**config.mk**
```make
export PLATFORM = sky130hd
export DESIGN_NAME = mux_pipe_nxw
export DESIGN_NICKNAME = d
export VERILOG_FILES = /design/src/rtl/mux_pipe_nxw.sv
export SDC_FILE = /design/constraint.sdc
export NUM_CORES = 1
export LEC_CHECK = 0
export ABC_CLOCK_PERIOD_IN_PS = 2100
export BUFFER_PORTS_ARGS = -buffer_cell sky130_fd_sc_hd__buf_4
export CORE_ASPECT_RATIO = 0.8
export CORE_MARGIN = 3
export CORE_UTILIZATION = 40
export CTS_CLUSTER_SIZE = 12
export DETAILED_ROUTE_END_ITERATION = 6
export GPL_ROUTABILITY_DRIVEN = 0
export PLACE_DENSITY = 0.82
export SKIP_CTS_REPAIR_TIMING = 1
export SYNTH_ARGS = -nofsm -noshare
export SYNTH_HDL_FRONTEND = slang
export SYNTH_SLANG_ARGS = --single-unit
```
**constraint.sdc**
```tcl
create_clock -name clk -period 2.1 [get_ports clk]
set_clock_uncertainty 0.2 [all_clocks]
set_input_delay 0.315 -clock clk [delete_from_list [all_inputs] [get_ports clk]]
set_output_delay 0.315 -clock clk [all_outputs]
set_load 0.01 [all_outputs]
```
**src/rtl/mux_pipe_nxw.sv**
```systemverilog
// mux_pipe_nxw: N-way, WIDTH-bit select mux followed by a STAGES-deep
// stallable, flushable register chain, plus a counter of retired valid beats.
//
// Ports:
//   clk        rising-edge clock
//   rst        synchronous reset, active-high
//   stall      hold every stage and the beat counter
//   flush      invalidate every stage (wins over stall)
//   in_valid   current sel/in_data beat is valid
//   sel        lane index, lane k = in_data[k*WIDTH +: WIDTH]
//   in_data    flattened lanes, lane 0 in the LSBs
//   out_data   selected data, STAGES cycles after launch
//   out_valid  out_data holds a valid beat
//   out_err    beat was launched with sel >= N
//   beat_cnt   valid beats retired from the last stage, wraps
module mux_pipe_nxw #(
   parameter int unsigned N      = 4,
   parameter int unsigned WIDTH  = 32,
   parameter int unsigned STAGES = 1,
   parameter int unsigned CNT_W  = 16,
   localparam int unsigned SEL_W = $clog2(N)
) (
   input  logic                 clk,
   input  logic                 rst,
   input  logic                 stall,
   input  logic                 flush,
   input  logic                 in_valid,
   input  logic [SEL_W-1:0]     sel,
   input  logic [N*WIDTH-1:0]   in_data,
   output logic [WIDTH-1:0]     out_data,
   output logic                 out_valid,
   output logic                 out_err,
   output logic [CNT_W-1:0]     beat_cnt
);

   typedef struct packed {
      logic             valid;
      logic             err;
      logic [WIDTH-1:0] data;
   } stage_t;

   localparam int unsigned STG_W  = $bits(stage_t);
   localparam int unsigned PIPE_W = STAGES * STG_W;

   logic [N-1:0][WIDTH-1:0] lanes_c;
   stage_t                  stage0_c;
   stage_t                  last_c;
   logic [PIPE_W-1:0]       pipe_q;

   assign lanes_c = in_data;

   // Stage-0 selection; bubbles and out-of-range lanes carry zero data.
   always_comb begin
      stage0_c = '0;
      if (in_valid) begin
         stage0_c.valid = 1'b1;
         if (32'(sel) < N) begin
            stage0_c.data = lanes_c[sel];
         end else begin
            stage0_c.err = 1'b1;
         end
      end
   end

   // Stage 0 sits in the LSBs; the oldest stage occupies the top slot.
   assign last_c = stage_t'(pipe_q[PIPE_W-1 -: STG_W]);

   // Pipeline shift and retirement counter; rst > flush > stall > advance.
   always_ff @(posedge clk) begin
      if (rst) begin
         pipe_q   <= '0;
         beat_cnt <= '0;
      end else if (flush) begin
         pipe_q   <= '0;
      end else if (!stall) begin
         // Shifting by one stage drops the retiring beat off the top.
         pipe_q <= PIPE_W'({pipe_q, stage0_c});
         if (last_c.valid) begin
            beat_cnt <= beat_cnt + CNT_W'(1);
         end
      end
   end

   assign out_data  = last_c.data;
   assign out_valid = last_c.valid;
   assign out_err   = last_c.err;

endmodule

```
==> qor.yml, run 1 <==
final_antenna_net_count: 0
min_path_type: "input pin to flop"
gr-total-overflow: 0
ir_drop_mv: 0.243
synth_top_area_cell: "dfxtp_1"
switching_share: 0.241
hpwl_um: 6840
synth_area_um2: 2680
port_buffers: 183
clockPowerShare: 0.277
yosysTopAreaCellShare: 0.366
startpoint_type: "flop"
synth-seq-area-share: 0.366
setup_viol: 0
setup.worst_path.end_class: "flop"
grt_pass1_wl_um: 13200
hold_violations: 0
die_w_um: 97.6
tritoncts: "built"
synthArstFlopShare: 0
syn-num-nets: 375
start_util: 0.416
maxCapViolCount: 0
area_growth_pct: 55.5
htree_levels: 2
synth_edf_count: 0
fmax_ghz: 0.513
cts-buffers-inserted: 5
share_comb_of_total_power: 0.233
max_slew_margin: 0.547
path_clk_slew_ns: 0.09
die_area_um2: 7730
grt_max_degree: 34
p_leak_nw: 1.82
syn_avg_cell_area_um2: 11.2
dr.pass1.iters: 4
via_count: 2639
ios: 185
crit_required_ns: 2.09
insertion_delay_ns: 0.29
fill_cells: 513
grt_pass1_vias: 2765
synth_area_leaders: "dfxtp_1, mux4_2, a22oi_1"
crit_type: "flop to flop"
drt-total-wl_um: 8570
antenna_cells: 0
drc: 0
p_int_mw: 1.48
vias_per_cell: 5.32
drive_gt1_frac: 0.578
finalCriticalPeriod_ns: 1.95
coreArea_um2: 6440
grt_antenna_before_repair: 0
finalSetupTns_ns: 0
ys.flop_type: "dfxtp_1"
wl_per_cell_um: 17.3
ys_ff_latch: 49
design_area_um2: 4170
worstMarginPinSlew_ns: 0.679
clock_sinks: 49
synth_cells: 239
yosys_warnings: 0
synth_common_cells: "dfxtp_1, nor2_1, a22oi_1, mux4_2, clkbuf_1"
die_h_um: 79.2
drt-initial-drc-count: 104
finalCritPeriodShare: 0.927
arrival_ns: 1.94
powerDensity_nw_per_um2: 466
power_frac_seq: 0.490
p_switching_mw: 0.468
rsz0062_at_grt: "no"
crit_fanout: 6
clock_path_buffers: 2
dpl-instance-area_um2: 4090
slew_viol_final: 0
yosysUniqueCellTypes: 33
status: "finished, final reports clean"
layout.nets: 547
grt_use_total: 0.213
placement_rows: 26
ctsRootBufferMaster: "clkbuf_8"
## area by class of cell
class / instances / area [um2] / share of cell area
repair buffers: 188 / 1420 / 0.341
clock inverters: 2 / 10.0 / 0.00240
inverters: 2 / 7.51 / 0.00180
well taps: 84 / 105 / 0.0252
flip-flops and latches: 49 / 981 / 0.235
clock buffers: 6 / 72.6 / 0.0174
multi-input cells: 165 / 1570 / 0.377
## power groups by stage
stage          clock, mW  combinational (mW)  sequential, mW
3_5_place_dp           0               0.457           0.975
3_3_place_gp           0               0.441           0.974
5_1_grt            0.581               0.487           0.955
6_report           0.538               0.453           0.954
4_1_cts            0.555               0.457           0.954
2_1_floorplan          0               0.207           0.981
## layer usage
metal / track usage / wire [um] / up-vias
li1: - / - / 1236
met1: 0.223 / 3050 / 1276
met2: 0.417 / 4770 / 115
met3: 0.0579 / 627 / 12
met4: 0.0609 / 133 / 0
met5: 0 / 0 / -
## logic make-up after synthesis
family,count (synthesis),synth area share
and+or+nand+nor,82,0.166
DFF,49,0.366
AOI/OAI and AO/OA,34,0.0933
muxes,34,0.277
buffers and inverters,25,0.0499
xor gates and xnor gates,13,0.0424
adders and majority gates,1,0.00466
other,1,0.00140
## final timing paths
check                                 start            to  slack, ns  cells past startpoint
worst min register to register   last_c[24]    last_c[24]       0.32                      2
worst max register to register  beat_cnt[0]  beat_cnt[14]       0.15                      4
worst min-delay path                    rst   beat_cnt[1]       0.12                      2
worst max-delay path            beat_cnt[0]  beat_cnt[14]       0.15                      4
## flip-flops by register name, indices dropped and copies added (netlist names)
signal / flops
last_c: 33
beat_cnt: 16
## per-stage QoR
stage | util | setup slack, ns | hold WS (ns) | cells | power [mW]
floorplan | - | 0.352 | 0.332 | 239 | 1.19
global placement | 0.635 | 0.286 | 0.295 | 488 | 1.42
detailed placement | 0.635 | 0.255 | 0.304 | 488 | 1.43
CTS | 0.647 | 0.147 | 0.109 | 496 | 1.97
global route | 0.647 | 0.0372 | 0.127 | 496 | 2.02
finish | 0.647 | 0.152 | 0.119 | 496 | 1.95
## placed cells by master (no fill, tap or decap), drive strengths merged, types with 2 or more instances in the layout
master,n
nor3b,2
nand3,3
inv,2
dfxtp,49
nor2,49
mux4,32
clkinv,2
nand4,5
xnor2,10
a22oi,32
nor3,5
nand2,7
clkbuf,6
buf,188
a21oi,2
xor2,3
mux2,2
nor4,4
nor2b,2
## critical path, stage by stage (launching register included)
cell	delay [ns]
dfxtp_1	0.46
ha_1	0.29
nand3_1	0.18
nor4_1	0.34
mux2_2	0.38
No activity file was read; power rests on OpenSTA's default activity.
==> run 2, diff against run 1 <==
==> constraint.sdc (replaced) <==
create_clock -name clk -period 2.1 [get_ports clk]
set_clock_uncertainty 0.2 [all_clocks]
set_input_delay 0.105 -clock clk [delete_from_list [all_inputs] [get_ports clk]]
set_output_delay 0.105 -clock clk [all_outputs]
set_load 0.01 [all_outputs]
==> qor.yml, run 2 (synthesized netlist as in run 1, its figures left out) <==
fin_total_pwr_mw: 1.93  # was 1.95 mW
die_w_um: 97.6  # unchanged
hpwl_um: 6480  # was 6840 um
hold_violations: 0  # unchanged
die_h_um: 79.2  # unchanged
finalCriticalPeriod_ns: 1.84  # was 1.95 ns
area_growth_pct: 55.6  # was 55.5%
status: "finished, final reports clean"  # unchanged
arrival_ns: 1.83  # was 1.94 ns
coreArea_um2: 6440  # unchanged
final_antenna_net_count: 0  # unchanged
r2r_cells: 4  # unchanged
path_clk_slew_ns: 0.09  # about the same
highest_layer: "met4"  # unchanged
crit_required_ns: 2.09  # about the same
crit_type: "flop to flop"  # unchanged
seq_area_um2: 981  # unchanged
largest_reg_flops: 33  # unchanged
start_util: 0.416  # unchanged
finalSetupTns_ns: 0  # unchanged
ios: 185  # unchanged
die_area_um2: 7730  # unchanged
drt-initial-drc-count: 82  # was 104
rr_endpoint: "beat_cnt[14]"  # unchanged
crit_slowest_cell: "dfxtp_1"  # unchanged
ir_drop_mv: 0.245  # was 0.243 mV
routedLengthMet1_um: 3080  # was 3050 um
powerDensity_nw_per_um2: 463  # was 466 nW/um2
grt_antenna_before_repair: 0  # unchanged
startpoint_type: "flop"  # unchanged
wl_met2_um: 4230  # was 4770 um
clock_path_buffers: 2  # unchanged
insertion_delay_ns: 0.29  # about the same
routed-wl-met3_um: 583  # was 627 um
setup.worst_path.end_class: "flop"  # unchanged
p_leak_nw: 1.82  # about the same
grt_max_degree: 34  # unchanged
finalCritPeriodShare: 0.877  # was 0.927
most-common-layout-cells: "buf_4, nor2_1, dfxtp_1, mux4_2, a22oi_1"  # unchanged
slew_viol_final: 0  # unchanged
r2r_start: "beat_cnt[0]"  # unchanged
final_common_cell: "buf_4"  # unchanged
port_buffers: 183  # unchanged
dr.pass1.iters: 4  # unchanged
final_cells: 496  # unchanged
r2r_setup_slack_ns: 0.26  # was 0.15 ns
critical-path-max-stage-delay_ns: 0.45  # was 0.46 ns
crit_path_cell_trace: "ha_1, nand3_1, nor4_1, mux2_2"  # unchanged
antenna_cells: 0  # unchanged
drt-total-wl_um: 8030  # was 8570 um
htree_levels: 2  # unchanged
maxCapViolCount: 0  # unchanged
rsz0062_at_grt: "no"  # unchanged
place_inst: 487  # was 488
worstMarginPinSlew_ns: 0.939  # was 0.679 ns
fill_cells: 534  # was 513
clock_sinks: 49  # unchanged
placement_rows: 26  # unchanged
drive_gt1_frac: 0.575  # was 0.578
ctsRootBufferMaster: "clkbuf_8"  # unchanged
grt_pass1_vias: 2579  # was 2765
fmax_ghz: 0.543  # was 0.513 GHz
layout.nets: 547  # unchanged
multi_input_area_um2: 1570  # unchanged
via_count: 2571  # was 2639
drc: 0  # unchanged
min_path_type: "input pin to flop"  # unchanged
vias_per_cell: 5.18  # was 5.32
endpoint: "beat_cnt[14]"  # unchanged
gr-total-overflow: 0  # unchanged
cts-buffers-inserted: 5  # unchanged
startpoint: "beat_cnt[0]"  # unchanged
grt_use_total: 0.199  # was 0.213
fin_ws_ns: 0.257  # was 0.152 ns
tritoncts: "built"  # unchanged
grt_pass1_wl_um: 12400  # was 13200 um
max_slew_margin: 0.371  # was 0.547
wl_per_cell_um: 16.2  # was 17.3 um
setup_viol: 0  # unchanged
place_ws_ns: 0.201  # was 0.255 ns
crit_fanout: 6  # unchanged
==> run 2: changes by cell type in the layout (fill, tap and decap cells not counted), sizes merged <==
cell	before	now
dlygate4sd3	0	1
buf	188	187
==> run 2: layout make-up <==
type / instances / area share
Clock buffer: 6 / 0.0174
Sequential cell: 49 / 0.235
Multi-Input combinational cell: 165 / 0.376
Inverter: 2 / 0.00180
Clock inverter: 2 / 0.00240
Timing Repair Buffer: 188 / 0.342
Tap cell: 84 / 0.0252
==> run 2: report_power, final <==
part           switching, mW  total [mW]  internal (mW)
clock network          0.299       0.530          0.232
logic                  0.149       0.449          0.300
registers            0.00941       0.953          0.944
==> run 2: how the worst min path moves through the flow <==
| stage | from | end | slack, ns | cells past startpoint |
|---|---|---|---|---|
| floorplan | flush | beat_cnt[1] | 0.14 | 3 |
| global placement | rst | beat_cnt[1] | 0.22 | 2 |
| detailed placement | rst | beat_cnt[1] | 0.22 | 2 |
| CTS | rst | beat_cnt[1] | -0.10 | 2 |
| global route | flush | beat_cnt[1] | 0.06 | 4 |
| finish | flush | beat_cnt[1] | 0.05 | 5 |
==> run 2: worst max-delay path: cells and delay by family, from the launching register on <==
family	cells	cell delay (ns)
fa+ha+maj	1	0.28
simple gates	2	0.45
mux	1	0.36
flops	1	0.45
==> run 2: metal layers <==
| metal | up-vias | global-route usage |
|---|---|---|
| met5 | - | 0 |
| met4 | 0 | 0.0595 |
| met3 | 12 | 0.0588 |
| met2 | 102 | 0.363 |
| met1 | 1221 | 0.227 |
| li1 | 1236 | - |
==> run 2: through the flow <==
| stage | area, um2 | utilization | hold slack (ns) |
|---|---|---|---|
| floorplan | 2680 | - | 0.138 |
| global placement | 4080 | 0.633 | 0.217 |
| detailed placement | 4080 | 0.633 | 0.223 |
| CTS | 4160 | 0.646 | -0.102 |
| global route | 4170 | 0.648 | 0.0595 |
| finish | 4170 | 0.648 | 0.0499 |
